$ cat src/rtl/rvh_l1d_pkg.sv
// Shared types and helpers for the L1D request arbiter.
package rvh_l1d_pkg;

  localparam int LDU_OP_WIDTH = 3;
  localparam int STU_OP_WIDTH = 5;

  // Requester select; values double as bit positions in the one-hot grant.
  typedef enum logic [1:0] {
    REQ_LD  = 2'd0,
    REQ_ST  = 2'd1,
    REQ_PTW = 2'd2
  } req_sel_e;

  // LR, SC and all AMO flavours occupy store opcodes 7..28.
  function automatic logic is_atomic_stu_op(input logic [STU_OP_WIDTH-1:0] op);
    return (op >= STU_OP_WIDTH'(7)) && (op <= STU_OP_WIDTH'(28));
  endfunction

endpackage

$ cat src/rtl/rvh_l1d_req_arb_sel.sv
// Combinational priority selector with store aging; produces a one-hot grant.
module rvh_l1d_req_arb_sel
  import rvh_l1d_pkg::*;
(
  input  logic       en,
  input  logic       aged,
  input  logic       ld_vld,
  input  logic       st_vld,
  input  logic       ptw_vld,
  output logic [2:0] gnt
);

  // Normal order PTW > load > store; an aged store jumps to the front.
  always_comb begin
    gnt = '0;
    if (en) begin
      if (aged && st_vld) begin
        gnt[REQ_ST] = 1'b1;
      end else if (ptw_vld) begin
        gnt[REQ_PTW] = 1'b1;
      end else if (ld_vld) begin
        gnt[REQ_LD] = 1'b1;
      end else if (st_vld) begin
        gnt[REQ_ST] = 1'b1;
      end
    end
  end

endmodule

$ cat src/rtl/rvh_l1d_req_arb.sv
// L1D request arbiter: load/store/PTW onto one registered request slot,
// with store anti-starvation aging and an atomic serialization lock.
module rvh_l1d_req_arb
  import rvh_l1d_pkg::*;
#(
  parameter int PADDR_W    = 56,
  parameter int XLEN       = 64,
  parameter int ID_W       = 4,
  parameter int STARVE_MAX = 8
) (
  input  logic                    clk,
  input  logic                    rst,
  input  logic                    ld_req_vld_i,
  output logic                    ld_req_rdy_o,
  input  logic [LDU_OP_WIDTH-1:0] ld_req_opcode_i,
  input  logic [PADDR_W-1:0]      ld_req_addr_i,
  input  logic [ID_W-1:0]         ld_req_id_i,
  input  logic                    st_req_vld_i,
  output logic                    st_req_rdy_o,
  input  logic [STU_OP_WIDTH-1:0] st_req_opcode_i,
  input  logic [PADDR_W-1:0]      st_req_addr_i,
  input  logic [XLEN-1:0]         st_req_data_i,
  input  logic [ID_W-1:0]         st_req_id_i,
  input  logic                    ptw_req_vld_i,
  output logic                    ptw_req_rdy_o,
  input  logic [PADDR_W-1:0]      ptw_req_addr_i,
  input  logic [ID_W-1:0]         ptw_req_id_i,
  output logic                    is_ld_req_vld_o,
  output logic                    is_st_req_vld_o,
  output logic                    is_ptw_req_vld_o,
  output logic [LDU_OP_WIDTH-1:0] l1d_ld_opcode_o,
  output logic [STU_OP_WIDTH-1:0] l1d_st_opcode_o,
  output logic [PADDR_W-1:0]      l1d_addr_o,
  output logic [XLEN-1:0]         l1d_data_o,
  output logic [ID_W-1:0]         l1d_id_o,
  input  logic                    l1d_req_rdy_i,
  input  logic                    amo_done_i,
  output logic                    amo_busy_o
);

  localparam int CNT_W = $clog2(STARVE_MAX + 1);
  localparam logic [CNT_W-1:0] STARVE_TOP = CNT_W'(STARVE_MAX);

  logic [2:0]              slot_kind;
  logic [LDU_OP_WIDTH-1:0] slot_ld_op;
  logic [STU_OP_WIDTH-1:0] slot_st_op;
  logic [PADDR_W-1:0]      slot_addr;
  logic [XLEN-1:0]         slot_data;
  logic [ID_W-1:0]         slot_id;
  logic                    amo_busy;
  logic [CNT_W-1:0]        starve_cnt;

  logic       slot_valid;
  logic       slot_load;
  logic       arb_en;
  logic       aged;
  logic [2:0] gnt;

  assign slot_valid = |slot_kind;
  assign slot_load  = ~slot_valid | l1d_req_rdy_i;
  // Reset gates the enable so no requester sees a ready in the reset cycle.
  assign arb_en     = slot_load & ~amo_busy & ~rst;
  assign aged       = (starve_cnt == STARVE_TOP);

  rvh_l1d_req_arb_sel u_sel (
    .en      (arb_en),
    .aged    (aged),
    .ld_vld  (ld_req_vld_i),
    .st_vld  (st_req_vld_i),
    .ptw_vld (ptw_req_vld_i),
    .gnt     (gnt)
  );

  assign ld_req_rdy_o  = gnt[REQ_LD];
  assign st_req_rdy_o  = gnt[REQ_ST];
  assign ptw_req_rdy_o = gnt[REQ_PTW];

  // Slot register: load winner (fields of other requesters zeroed) or empty out.
  always_ff @(posedge clk) begin
    if (rst) begin
      slot_kind  <= '0;
      slot_ld_op <= '0;
      slot_st_op <= '0;
      slot_addr  <= '0;
      slot_data  <= '0;
      slot_id    <= '0;
    end else if (slot_load) begin
      slot_kind  <= gnt;
      slot_ld_op <= gnt[REQ_LD] ? ld_req_opcode_i : '0;
      slot_st_op <= gnt[REQ_ST] ? st_req_opcode_i : '0;
      slot_data  <= gnt[REQ_ST] ? st_req_data_i   : '0;
      if (gnt[REQ_PTW]) begin
        slot_addr <= ptw_req_addr_i;
        slot_id   <= ptw_req_id_i;
      end else if (gnt[REQ_LD]) begin
        slot_addr <= ld_req_addr_i;
        slot_id   <= ld_req_id_i;
      end else if (gnt[REQ_ST]) begin
        slot_addr <= st_req_addr_i;
        slot_id   <= st_req_id_i;
      end else begin
        slot_addr <= '0;
        slot_id   <= '0;
      end
    end
  end

  // Store starvation counter: counts lost arbitration opportunities, saturates.
  always_ff @(posedge clk) begin
    if (rst) begin
      starve_cnt <= '0;
    end else if (gnt[REQ_ST]) begin
      starve_cnt <= '0;
    end else if (st_req_vld_i && arb_en && (starve_cnt != STARVE_TOP)) begin
      starve_cnt <= starve_cnt + CNT_W'(1);
    end
  end

  // Atomic lock: set by an LR/SC/AMO grant, released only by completion.
  always_ff @(posedge clk) begin
    if (rst) begin
      amo_busy <= 1'b0;
    end else if (amo_busy && amo_done_i) begin
      amo_busy <= 1'b0;
    end else if (gnt[REQ_ST] && is_atomic_stu_op(st_req_opcode_i)) begin
      amo_busy <= 1'b1;
    end
  end

  assign is_ld_req_vld_o  = slot_kind[REQ_LD];
  assign is_st_req_vld_o  = slot_kind[REQ_ST];
  assign is_ptw_req_vld_o = slot_kind[REQ_PTW];
  assign l1d_ld_opcode_o  = slot_ld_op;
  assign l1d_st_opcode_o  = slot_st_op;
  assign l1d_addr_o       = slot_addr;
  assign l1d_data_o       = slot_data;
  assign l1d_id_o         = slot_id;
  assign amo_busy_o       = amo_busy;

endmodule

$ cat config.mk
export PLATFORM = sky130hd
export DESIGN_NAME = rvh_l1d_req_arb
export DESIGN_NICKNAME = d
export VERILOG_FILES = /design/src/rtl/rvh_l1d_pkg.sv /design/src/rtl/rvh_l1d_req_arb_sel.sv /design/src/rtl/rvh_l1d_req_arb.sv
export SDC_FILE = /design/constraint.sdc
export NUM_CORES = 1
export LEC_CHECK = 0
export BUFFER_PORTS_ARGS = -buffer_cell sky130_fd_sc_hd__buf_2
export CAP_MARGIN = 10
export CORE_AREA = 3 3 152 154
export DETAILED_ROUTE_END_ITERATION = 10
export DIE_AREA = 0 0 155 157
export GPL_ROUTABILITY_DRIVEN = 0
export SETUP_SLACK_MARGIN = 0.5
export SLEW_MARGIN = 20
export SYNTH_ARGS = -nofsm -noshare
export SYNTH_HDL_FRONTEND = slang
export SYNTH_SLANG_ARGS = --single-unit
$ cat constraint.sdc
create_clock -name clk -period 3.2 [get_ports clk]
set_input_delay 0.32 -clock clk [delete_from_list [all_inputs] [get_ports clk]]
set_output_delay 0.32 -clock clk [all_outputs]
set_load 0.02 [all_outputs]
# Word level (Yosys, flattened, before mapping)
# Index checks and enable logic that the tools add are counted.
totals:
  reg_bits: 140
  inputBits: 259
  output_inout_bits: 139
op_classes:
  n_addsub: 1
  order_cmp: 2
  n_eq_ne: 2
  n_mux: 18
  bitwise: 6
  reduce_logical: 9
op_table:
  columns: ["op", "count"]
  rows:
  - ["2-to-1 mux 56 bit", 3]
  - ["2-to-1 mux 64 bit", 1]
  - ["2-to-1 mux 4 bit", 3]
  - ["2-to-1 mux 1 bit", 7]
  - ["logical AND 1 bit", 6]
  - ["2-to-1 mux 3 bit", 2]
  - ["greater-or-equal comparator 5 x 3 -> 1 bit (second input constant)", 1]
  - ["less-or-equal comparator 5 bit (second input constant)", 1]
  - ["2-to-1 mux 5 bit", 1]
  - ["adder 4 x 1 -> 4 bit (second input constant)", 1]
  - ["== test 4 bit (second input constant)", 1]
  - ["!= test 4 bit (second input constant)", 1]
  - ["OR reduction 2 bit", 2]
  - ["NOT 1 bit", 3]
  - ["OR reduction 3 bit", 1]
  - ["bitwise AND 1 bit", 2]
  - ["2-to-1 mux 2 bit", 1]
  - ["OR 1 bit", 1]

# Depth between registers and ports, before layout
depth:
  ltp_word: 9
  ltp_mapped: 8

# Cells and area by module
# Synthesis repeated with hierarchy kept, for this count alone.
hier_totals:
  cells_unflattened: 781
  hier_area_um2: 6257.3
by_module_without_submodules:
  columns: ["module", "instances", "cells_per_inst", "area_per_inst_um2"]
  rows:
  - ["rvh_l1d_req_arb", 1, 776, 6223.5]
  - ["rvh_l1d_req_arb_sel", 1, 5, 33.8]

# Worst setup path after synthesis
# No wires, ideal clock.
synth_path:
  kind: "register to register"
  start: "register starve_cnt[0]"
  end: "register slot_kind[0]"
  setup_time_ps: 61
  arrival_ps: 2127
  required_time_ps: 3139
  setup_slack_ps: 1013
  stages_incl_launch_ff: 6
  path_buffers: 0
  period_less_slack_ps: 2187
  cell_sequence: "dfxtp_1 > inv_1 > ha_1 > and4b_1 > nor4b_1 > o21ba_2"
synth_between:
  elab_chain_cells: 4
synth_lines:
  columns: ["element", "line", "source"]
  rows:
  - ["start: declaration", "rvh_l1d_req_arb.sv:51", "logic [CNT_W-1:0] starve_cnt;"]
  - ["start signal: assignment", "rvh_l1d_req_arb.sv:115", "starve_cnt <= starve_cnt + CNT_W'(1);"]
  - ["== test 4 bit", "rvh_l1d_req_arb.sv:63", "assign aged = (starve_cnt == STARVE_TOP);"]
  - ["logical AND 1 bit", "rvh_l1d_req_arb_sel.sv:17", "if (aged && st_vld) begin"]
  - ["2-to-1 mux 1 bit", "rvh_l1d_req_arb_sel.sv:17", null]
  - ["2-to-1 mux 3 bit", "rvh_l1d_req_arb_sel.sv:16", "if (en) begin"]
  - ["named net ld_req_rdy_o", "rvh_l1d_req_arb.sv:14", "output logic ld_req_rdy_o,"]
  - ["end signal: assignment", "rvh_l1d_req_arb.sv:88", "slot_kind <= gnt;"]
  - ["end: declaration", "rvh_l1d_req_arb.sv:44", "logic [2:0] slot_kind;"]
# The timed path passes the listed nets, and every way through them passes these cells.
# A chain may end at the register's enable or synchronous reset.

# Final worst setup path
layout_path:
  start: "register slot_kind[2]"
  end: "output port st_req_rdy_o"
layout_between:
  elab_chain_cells: 6
layout_lines:
  columns: ["element", "line", "source"]
  rows:
  - ["OR reduction 3 bit", "rvh_l1d_req_arb.sv:59", "assign slot_valid = |slot_kind;"]
  - ["NOT 1 bit", "rvh_l1d_req_arb.sv:60", "assign slot_load = ~slot_valid | l1d_req_rdy_i;"]
  - ["OR 1 bit", "rvh_l1d_req_arb.sv:60", null]
  - ["bitwise AND 1 bit (2 in series)", "rvh_l1d_req_arb.sv:62", "assign arb_en = slot_load & ~amo_busy & ~rst;"]
  - ["2-to-1 mux 3 bit", "rvh_l1d_req_arb_sel.sv:16", null]
  - ["end: declaration", "rvh_l1d_req_arb.sv:19", "output logic st_req_rdy_o,"]
# No other way between the ends.

==> impl_metrics.tcl <==
set metrics [dict create \
    outcome "finished, final reports clean" \
    r2r_setup_slack_ns 0.94 \
    ys_async_sr_fraction_pct 0 \
    die-width_um 155 \
    ctsResizeCount 0 \
    cp-start-kind "flip-flop" \
    numPortBuffers 397 \
    cts_tree "done" \
    synthCells 576 \
    vias_per_cell 4.92 \
    setup_viol 0 \
    irDropWorstVdd_v 0.000253 \
    timing.rr.start "slot_kind[2]" \
    worstHoldPathType "in2reg" \
    cts_root_buffer "clkbuf_16" \
    cp-startpoint "slot_kind[2]" \
    grt_max_degree 76 \
    synth_top_area_share_pct 48.9 \
    critPathRequiredTime_ns 2.88 \
    report.final.slew_viol_count 0 \
    synth.largest_area_cell "dfxtp_1" \
    synth-edff-count 0 \
    nets 1202 \
    pre_cts_ws_ns 0.847 \
    finClkSkew_ns 0.0119 \
    worstRegToRegCells 6 \
    final_util_pct 39.5 \
    die_area_mm2 0.0243 \
    slew_headroom_pct 56.3 \
    grt_pass1_wl_um 32700 \
    first_pass_iters 6 \
    yosysSeqAreaShare_pct 48.9 \
    rows 54 \
    period_share_pct 78.1 \
    synth.most_common_cell "dfxtp_1" \
    rsz0062_at_grt "no" \
    nFillCells 2278 \
    hold_viol 0 \
    synth.distinct_cells 38 \
    period_minus_slack_ns 2.50 \
    die_y_um 157 \
    max_freq_mhz 400 \
    leakage_uw 0.00426 \
    ant_nets 0 \
    ios 398 \
    power_density_mw_per_mm2 538 \
    drive_gt1_share_pct 47.2 \
    netlist_area_mm2 0.00574 \
    synth.cells.most_frequent "dfxtp_1, a22o_1, nor2_1" \
    routed_wl_um 22100 \
    cts_buffers 17 \
    design.core.area_mm2 0.0218 \
    cap_violations 0 \
    clk_latency_ns 0.42 \
    synth_ff_type "dfxtp_1" \
    clkTransAtPathRegs_ns 0.07 \
    end_kind "primary output" \
    grtUsageTotal_pct 16.9 \
    synthTopCellsByArea "dfxtp_1, a22o_1, a22oi_1" \
    cts_buffer_depth 2 \
    drc 0 \
    critPathKind "reg2out" \
    synth_warnings 0 \
    ys_ff_latch 140 \
    start_util_pct 26.3 \
    avgSynthCellArea_um2 9.96 \
    cp_max_fo 49 \
    tightest_slew_ns 0.656 \
    syn2layout_area_growth_pct 50.4 \
    routedWlPerCell_um 17.8 \
    worst_slack_ns 0.702 \
    fin_setup_tns_ns 0 \
    hpwl_um 16000 \
    synth.net_count 837 \
    overflow 0 \
    drt_iter0_markers 263 \
    clock_sinks 140 \
    vias 6087 \
    reg2reg_to "l1d_addr_o[35]" \
    critPathCapture "st_req_rdy_o" \
    grt_pass1_vias 5869 \
    antenna_found_initial 4 \
    ctsHoldBuffers 0 \
    htreeDepth 4 \
    cp.arrival_ns 2.18 \
]
how the worst min path moves through the flow:
stage | from | end | slack (ns) | cells past startpoint
CTS | st_req_data_i[43] | l1d_data_o[43] | 0.09 | 2
global route | st_req_data_i[56] | l1d_data_o[56] | 0.1 | 2
detailed placement | l1d_data_o[56] | l1d_data_o[56] | 0.45 | 1
floorplan | st_req_data_i[57] | l1d_data_o[57] | 0.45 | 1
global placement | l1d_data_o[22] | l1d_data_o[22] | 0.45 | 1
finish | st_req_data_i[43] | l1d_data_o[43] | 0.12 | 2
flip-flops by register name (all words and copies together) (netlist names):
signal	flops
l1d_data_o	64
starve_cnt	4
l1d_id_o	4
l1d_addr_o	56
amo_busy_o	1
slot_kind	3
l1d_st_opcode_o	5
l1d_ld_opcode_o	3
per-layer routing:
| metal | GRT usage [%] | part of all wire [%] | up-vias |
|---|---|---|---|
| met3 | 5.22 | 8.5 | 17 |
| met1 | 20.5 | 41 | 2791 |
| met2 | 29.2 | 49 | 283 |
| li1 | - | - | 2994 |
| met5 | 0 | 0.059 | - |
| met4 | 4.63 | 1.4 | 2 |
timing repair:
| item | 4_1_cts | 5_1_grt |
|---|---|---|
| pin swaps | 0 | 1 |
| gates cloned | 1 | 0 |
| setup buffers | 0 | 2 |
| endpoints found under the setup margin | 1 | 1 |
final cells by class:
type	count	area (um2)	area share (%)
Timing Repair Buffer	409	2150	24.9
Sequential cell	140	2800	32.5
Clock buffer	17	425	4.93
Clock inverter	15	194	2.25
Multi-Input combinational cell	370	2690	31.2
Antenna cell	2	5.00	0.0580
Inverter	3	11.3	0.130
Tap cell	280	350	4.06
metrics by stage:
stage	total power [uW]	instance area, um2	cells	hold WS [ns]
2_1_floorplan	2280	5740	576	0.453
3_3_place_gp	2600	7960	1199	0.451
3_5_place_dp	2610	7960	1199	0.452
4_1_cts	4720	8610	1232	0.0937
5_1_grt	4860	8630	1236	0.0963
6_report	4640	8630	1236	0.119
worst max-delay path: stages (launching register included):
cell and delay, ns:
dfxtp_1 0.33, or3_1 0.52, a221oi_4 0.40, buf_12 0.29, buf_2 0.22
kinds of logic after synthesis:
kind of cell	count (synthesis)	share of synthesized area (%)
compound gates	270	38.2
fa+ha+maj	2	0.436
buf+inv	66	4.78
flops	140	48.9
simple gates	98	7.70
power by group:
group	switching, uW	internal (uW)
Clock	886	1190
Combinational	389	308
Sequential	41.7	1820
Total	1320	3330
cell usage in the layout, fill, tap and decap left out, types with 4 or more instances in the layout:
| cell type | n |
|---|---|
| clkbuf_16 | 17 |
| a211oi_1 | 59 |
| nor2_1 | 66 |
| a22o_1 | 131 |
| buf_2 | 397 |
| a21oi_1 | 5 |
| buf_12 | 4 |
| o21ai_0 | 5 |
| buf_4 | 7 |
| dfxtp_1 | 140 |
| inv_6 | 6 |
| a22oi_1 | 60 |
(Power assumes the default switching activity.)
